## src/rtl/tensor_cfg_arbiter.sv

```systemverilog
`default_nettype none
// ============================================================================
// Module   : tensor_cfg_arbiter
// Purpose  : Round-robin arbiter that lets NUM_REQ config requesters share
//            one tensor interface, keeping at most one operation in flight.
//            It issues a registered config, waits for op_done and then
//            returns a done pulse to the requester that owns the operation.
// Options  : define TENSOR_ARB_TIMEOUT_EN to enable the WAIT watchdog
//            (TIMEOUT_CYCLES); without it timeout_err is tied low.
// Revision : 1.0 - initial release
// ============================================================================
module tensor_cfg_arbiter #(
  parameter int NUM_REQ        = 4,
  parameter int CFG_W          = 107,
  parameter int TIMEOUT_CYCLES = 4096
) (
  input  logic                         clock,
  input  logic                         reset,
  input  logic [NUM_REQ*CFG_W-1:0]     req_tdata,
  input  logic [NUM_REQ-1:0]           req_tvalid,
  output logic [NUM_REQ-1:0]           req_tready,
  output logic [CFG_W-1:0]             cfg_tdata,
  output logic                         cfg_tvalid,
  input  logic                         cfg_tready,
  input  logic                         op_done,
  output logic [NUM_REQ-1:0]           done,
  output logic [$clog2(NUM_REQ)-1:0]   grant_id,
  output logic                         busy,
  output logic                         timeout_err
);

  localparam int ID_W = $clog2(NUM_REQ);

  typedef enum logic [1:0] {
    ST_IDLE  = 2'd0,
    ST_ISSUE = 2'd1,
    ST_WAIT  = 2'd2
  } state_t;

  state_t             state_q, state_d;
  logic [ID_W-1:0]    last_grant_q, last_grant_d;
  logic [ID_W-1:0]    grant_id_q, grant_id_d;
  logic [CFG_W-1:0]   cfg_tdata_q, cfg_tdata_d;
  logic               cfg_tvalid_q, cfg_tvalid_d;
  logic [NUM_REQ-1:0] done_q, done_d;
  logic [NUM_REQ-1:0] ready_w;

  // round-robin search results
  logic               win_found;
  logic [ID_W-1:0]    win_idx;
  logic [NUM_REQ-1:0] win_oh;
  logic [CFG_W-1:0]   win_data;
  int                 cand;
  logic [ID_W-1:0]    cand_idx;

  // A timeout limit below 2 would let the watchdog fire in the WAIT entry
  // cycle; such a setting is left visible as a distinct, empty scope.
  if (TIMEOUT_CYCLES >= 2) begin : g_timeout_limit_ok
  end else begin : g_timeout_limit_degenerate
  end

`ifdef TENSOR_ARB_TIMEOUT_EN
  localparam logic [15:0] C_TO_LAST = 16'(TIMEOUT_CYCLES - 1);
  logic [15:0] wd_cnt_q, wd_cnt_d;
  logic        timeout_err_q, timeout_err_d;
`endif

  // Pick the first valid requester after last_grant, wrapping around.
  // Scanning from the farthest candidate down lets the nearest one win.
  always_comb begin
    win_found = 1'b0;
    win_idx   = '0;
    win_oh    = '0;
    cand      = 0;
    cand_idx  = '0;
    for (int k = NUM_REQ - 1; k >= 0; k--) begin
      cand = int'(last_grant_q) + 1 + k;
      if (cand >= NUM_REQ) begin
        cand = cand - NUM_REQ;
      end
      cand_idx = cand[ID_W-1:0];
      if (req_tvalid[cand_idx]) begin
        win_found         = 1'b1;
        win_idx           = cand_idx;
        win_oh            = '0;
        win_oh[cand_idx]  = 1'b1;
      end
    end
  end

  // Select the winner's config word using the one-hot grant.
  always_comb begin
    win_data = '0;
    for (int i = 0; i < NUM_REQ; i++) begin
      if (win_oh[i]) begin
        win_data = req_tdata[i*CFG_W +: CFG_W];
      end
    end
  end

  // Next-state, accept and completion logic.
  always_comb begin
    state_d      = state_q;
    last_grant_d = last_grant_q;
    grant_id_d   = grant_id_q;
    cfg_tdata_d  = cfg_tdata_q;
    cfg_tvalid_d = cfg_tvalid_q;
    done_d       = '0;
    ready_w      = '0;
`ifdef TENSOR_ARB_TIMEOUT_EN
    wd_cnt_d      = wd_cnt_q;
    timeout_err_d = 1'b0;
`endif
    case (state_q)
      ST_IDLE: begin
        if (win_found && !reset) begin
          ready_w      = win_oh;
          cfg_tdata_d  = win_data;
          cfg_tvalid_d = 1'b1;
          grant_id_d   = win_idx;
          last_grant_d = win_idx;
          state_d      = ST_ISSUE;
        end
      end
      ST_ISSUE: begin
        if (cfg_tready) begin
          cfg_tvalid_d = 1'b0;
          state_d      = ST_WAIT;
`ifdef TENSOR_ARB_TIMEOUT_EN
          wd_cnt_d     = '0;
`endif
        end
      end
      ST_WAIT: begin
        // op_done wins over a watchdog expiry in the same cycle
        if (op_done) begin
          done_d[grant_id_q] = 1'b1;
          state_d            = ST_IDLE;
        end
`ifdef TENSOR_ARB_TIMEOUT_EN
        else if (wd_cnt_q == C_TO_LAST) begin
          done_d[grant_id_q] = 1'b1;
          timeout_err_d      = 1'b1;
          state_d            = ST_IDLE;
        end else begin
          wd_cnt_d = wd_cnt_q + 16'd1;
        end
`endif
      end
      default: begin
        state_d = ST_IDLE;
      end
    endcase
  end

  // State and output registers with synchronous reset.
  always_ff @(posedge clock) begin
    if (reset) begin
      state_q      <= ST_IDLE;
      last_grant_q <= ID_W'(NUM_REQ - 1);
      grant_id_q   <= '0;
      cfg_tdata_q  <= '0;
      cfg_tvalid_q <= 1'b0;
      done_q       <= '0;
`ifdef TENSOR_ARB_TIMEOUT_EN
      wd_cnt_q      <= '0;
      timeout_err_q <= 1'b0;
`endif
    end else begin
      state_q      <= state_d;
      last_grant_q <= last_grant_d;
      grant_id_q   <= grant_id_d;
      cfg_tdata_q  <= cfg_tdata_d;
      cfg_tvalid_q <= cfg_tvalid_d;
      done_q       <= done_d;
`ifdef TENSOR_ARB_TIMEOUT_EN
      wd_cnt_q      <= wd_cnt_d;
      timeout_err_q <= timeout_err_d;
`endif
    end
  end

  assign req_tready = ready_w;
  assign cfg_tdata  = cfg_tdata_q;
  assign cfg_tvalid = cfg_tvalid_q;
  assign done       = done_q;
  assign grant_id   = grant_id_q;
  assign busy       = (state_q != ST_IDLE);
`ifdef TENSOR_ARB_TIMEOUT_EN
  assign timeout_err = timeout_err_q;
`else
  assign timeout_err = 1'b0;
`endif

endmodule
`default_nettype wire

```

## config.mk

```make
export PLATFORM = sky130hd
export DESIGN_NAME = tensor_cfg_arbiter
export DESIGN_NICKNAME = d
export VERILOG_FILES = /design/src/rtl/tensor_cfg_arbiter.sv
export SDC_FILE = /design/constraint.sdc
export NUM_CORES = 1
export LEC_CHECK = 0
export ABC_CLOCK_PERIOD_IN_PS = 8600
export CORE_AREA = 2 2 217 219
export CTS_BUF_LIST = sky130_fd_sc_hd__clkbuf_2 sky130_fd_sc_hd__clkbuf_4 sky130_fd_sc_hd__clkbuf_8
export DETAILED_ROUTE_END_ITERATION = 7
export DIE_AREA = 0 0 219 221
export GPL_TIMING_DRIVEN = 0
export PLACE_DENSITY = 0.53
export SYNTH_ARGS = -nofsm -noshare
export SYNTH_HDL_FRONTEND = slang
export SYNTH_SLANG_ARGS = --single-unit
```

## constraint.sdc

```tcl
create_clock -name clock -period 8.6 [get_ports clock]
set_input_delay 1.72 -clock clock [delete_from_list [all_inputs] [get_ports clock]]
set_output_delay 1.72 -clock clock [all_outputs]
set_load 0.1 [all_outputs]
```

==> flow_summary.ini <==
[run_status]
outcome = finished clean

[placed_design]
post-dp-hpwl_um = 40400
gp_congestion = 0.887
preCtsSetupSlack_ns = 0.511
quantity_of_i_o_buffers_inserted_on_ports = 552
dpl_cell_area_sq_um = 14300

[yosys]
synth_seq_cells = 118
netlist_instances = 1004
ys_seq_area_share_pct = 29.4
post_synth_instance_area_sq_um = 8020
post_synth.cell_area_avg_sq_um = 7.99
synth_fp_nets = 1448
synth_edf_count = 0
synth_cell_type_count = 55
synth_warnings = 0
asyncSetResetFlopFracSynth_pct = 0
dominantRegCellSynth = dfxtp_1

[clock_network]
ctsLongestPathBuffers = 2
cts_resized = 0
clkLatencyLatePin_ns = 0.54
tritoncts = done
tritoncts_buffer_count = 17
cts_hold_buf = 0
tritoncts_num_sinks = 118
cts-htree-levels = 4
cts.repair_timing.setup_buffer_count = 0
clk_root_buffer_cell = clkbuf_8
cts.reportedPaths.clkPinSlew_ns = 0.07

[detailed_routing]
wl_um = 52500
route.detailed.vias_per_inst = 4.96
drt.antenna.violating_nets = 0
drc_violations_left = 0
routed_wire_length_per_instance_um = 23.9
route.vias.total = 10910
drt-initial-drc-count = 713
drtPass1Iterations = 5

[sta]
tns_ns = 0
min_period_ns = 8.01
number_of_endpoints_with_negative_hold_slack_in_the_final_report = 0
whs_ns = 0.483
min_period_over_period_pct = 93.2
timing_worst_slew_pin_value_ns = 1.25
finClkSkew_ns = 0.0181
finalSetupViolations = 0
clock.fmax_mhz = 125
final_critical_path_setup_slack_ns = 0.588
worst_slew_margin_rel_pct = 16.5
rsz0062_at_grt = false
finalMaxSlewViolations = 0

[final_layout]
fin_nets = 2019
final_layout_size_suffix_gt1_share_pct = 6.49
post-route-cell-area_sq_um = 14700
area_growth_syn_to_layout_pct = 83.5

[floorplanning]
boundaryPins = 556
core-area_sq_um = 46100
die_h_um = 221
floorplan.die.width_um = 219
floorplan.initialDensity_pct = 17.4
floorplan.die_area_sq_um = 48400
core.rowCount = 79

[worst_setup_path]
crit_family = buffers and inverters
critical_path.max_stage_delay_ns = 0.97
crit_path_start_kind = input pin
critPathSlowestCell = nor2_2
crit_chain = clkdlybuf4s50_1 -> clkbuf_1 -> mux4_2 -> buf_2 -> nor2_2 -> a311oi_4 -> buf_4 -> buf_4 -> and2_1 -> clkdlybuf4s50_1
worst-path-max-fanout = 10
crit_path_buffers_inverters = 6
critPathArrivalTime_ns = 6.29
flop2flop_setup_slack_ns = 3.59
timing.critical_path.to_type = output port
critPathRequiredTime_ns = 6.88
setup.worst_path.class = input pin to output port

[power_and_ir_drop]
logic_pwr_share_pct = 75.5
worst_ir_drop_vdd_uv = 186
cellPowerDensity_nw_per_um2 = 388
clkPwrFrac_pct = 10.0
power.switching_fraction_pct = 60.6
share_of_total_power_in_sequential_cells_pct = 14.5
internal-power_mw = 2.25
reported_leakage_power_nw = 5.65
p_switching_mw = 3.46

[global_route]
grt_pass1_vias = 11327
grt.overflow.total = 0
number_of_antenna_violations_at_the_first_check_in_global_routing = 10
wire_length_of_the_first_global_routing_pass_um = 74300
grt_max_degree = 17
groute.usage.overall_pct = 20.9

[run]
max-cap-violations = 0

[min_path]
min-delay-path-class = flop to flop
[Yosys cell counts (2+ instances only)]
| master | count | area share (%) |
|---|---|---|
| dfxtp_1 | 118 | 29 |
| ha_1 | 8 | 1.2 |
| or2_0 | 2 | 0.16 |
| clkbuf_1 | 73 | 3.4 |
| nor4_1 | 2 | 0.16 |
| mux2i_1 | 7 | 0.87 |
| nor4b_1 | 2 | 0.22 |
| nor2_2 | 2 | 0.16 |
| buf_4 | 8 | 0.75 |
| nand2_1 | 6 | 0.28 |
| inv_1 | 221 | 10 |
| nor2_1 | 11 | 0.51 |
| nand3_1 | 2 | 0.12 |
| nor2b_1 | 4 | 0.31 |
| a31oi_1 | 107 | 8.3 |
| and2_1 | 3 | 0.23 |
| buf_6 | 4 | 0.56 |
| a21o_1 | 4 | 0.37 |
| a21oi_1 | 6 | 0.37 |
| nor3b_1 | 2 | 0.19 |
| mux2_2 | 3 | 0.42 |
| o21ai_0 | 2 | 0.12 |
| a32oi_1 | 109 | 12 |
| a22o_1 | 2 | 0.22 |
| mux4_2 | 2 | 0.56 |
| o22ai_1 | 2 | 0.16 |
| nand2b_1 | 2 | 0.16 |
| a211oi_1 | 108 | 10 |
| o221ai_1 | 109 | 12 |
| or2_2 | 3 | 0.23 |
| a221oi_1 | 2 | 0.22 |
| a21boi_0 | 2 | 0.19 |
| nor3_1 | 3 | 0.19 |
| buf_2 | 42 | 2.6 |
[sequential cells by signal, indices dropped and copies added (netlist names)]
| register | flops |
|---|---|
| last_grant_q | 2 |
| cfg_tdata | 107 |
| state_q | 2 |
| cfg_tvalid | 1 |
| grant_id | 2 |
| done | 4 |
[per-layer routing]
layer	global-route usage, %	share of wire (%)	up-vias
li1	-	-	5040
met5	0	0.095	-
met1	23.9	40	5238
met2	36.3	49	560
met3	6.74	8.9	64
met4	6.97	2.4	8
[final cells by class]
cell class	count	area, sq um
tap	607	759
timing repair buffer	552	5530
fill	4988	31300
inverter	221	830
clock inverter	9	97.6
multi-input combinational	537	4240
sequential	118	2360
clock buffer	23	310
antenna	4	10.0
buffer	128	593
[through the flow]
| stage | cells | power [mW] | utilization (%) |
|---|---|---|---|
| final | 2199 | 5.71 | 32.0 |
| after global routing | 2199 | 6.03 | 32.0 |
| after CTS | 2195 | 5.75 | 31.9 |
| after detailed placement | 2163 | 5.16 | 31.1 |
| after global placement | 2163 | 5.14 | 31.1 |
| after floorplan | 1004 | 3.71 | - |
[tightest hold or removal path: cells and delay by family (launching register included)]
kind            cells  cell delay [ns]
flops               1             0.33
compound gates      2             0.12
[logic make-up (layout without fill, tap and decap cells)]
kind of cell | after synthesis | in the layout | synth area share, %
mux | 14 | 14 | 2.21
simple gates | 48 | 48 | 3.35
compound gates | 466 | 466 | 46.0
other cells | 1 | 5 | 0.0467
buf+inv | 349 | 933 | 17.7
fa+ha+maj | 8 | 8 | 1.25
flops | 118 | 118 | 29.4
[final timing paths]
kind,startpoint,to,cells past startpoint
max,req_tvalid[3],req_tready[0],10
min,cfg_tdata[18]$_SDFFE_PP0P_,cfg_tdata[18]$_SDFFE_PP0P_,2
max reg2reg,last_grant_q[0]$_SDFFE_PP1P_,cfg_tdata[40]$_SDFFE_PP0P_,12
min reg2reg,cfg_tdata[18]$_SDFFE_PP0P_,cfg_tdata[18]$_SDFFE_PP0P_,2
[power groups by stage]
| stage | logic (mW) | clock network, mW | registers, mW |
|---|---|---|---|
| after detailed placement | 4.32 | 0 | 0.833 |
| after global routing | 4.57 | 0.615 | 0.841 |
| after floorplan | 1.85 | 0 | 1.86 |
| after CTS | 4.33 | 0.599 | 0.825 |
| final | 4.31 | 0.571 | 0.825 |
| after global placement | 4.30 | 0 | 0.833 |
[cells in the final DEF (no fill, tap or decap), types with 3 or more instances in the layout]
master,count
and2_1,3
buf_2,42
mux2_2,3
o221ai_1,109
a211oi_1,108
clkinv_2,6
a32oi_1,109
clkbuf_1,73
nor3_1,3
diode_2,4
a21oi_1,6
buf_4,8
inv_1,221
or2_2,3
mux2i_1,7
ha_1,8
a31oi_1,107
buf_6,4
nor2b_1,4
clkdlybuf4s50_1,552
a21o_1,4
dfxtp_1,118
nand2_1,6
clkbuf_8,22
nor2_1,11
Power figures use the tool's default switching activity.
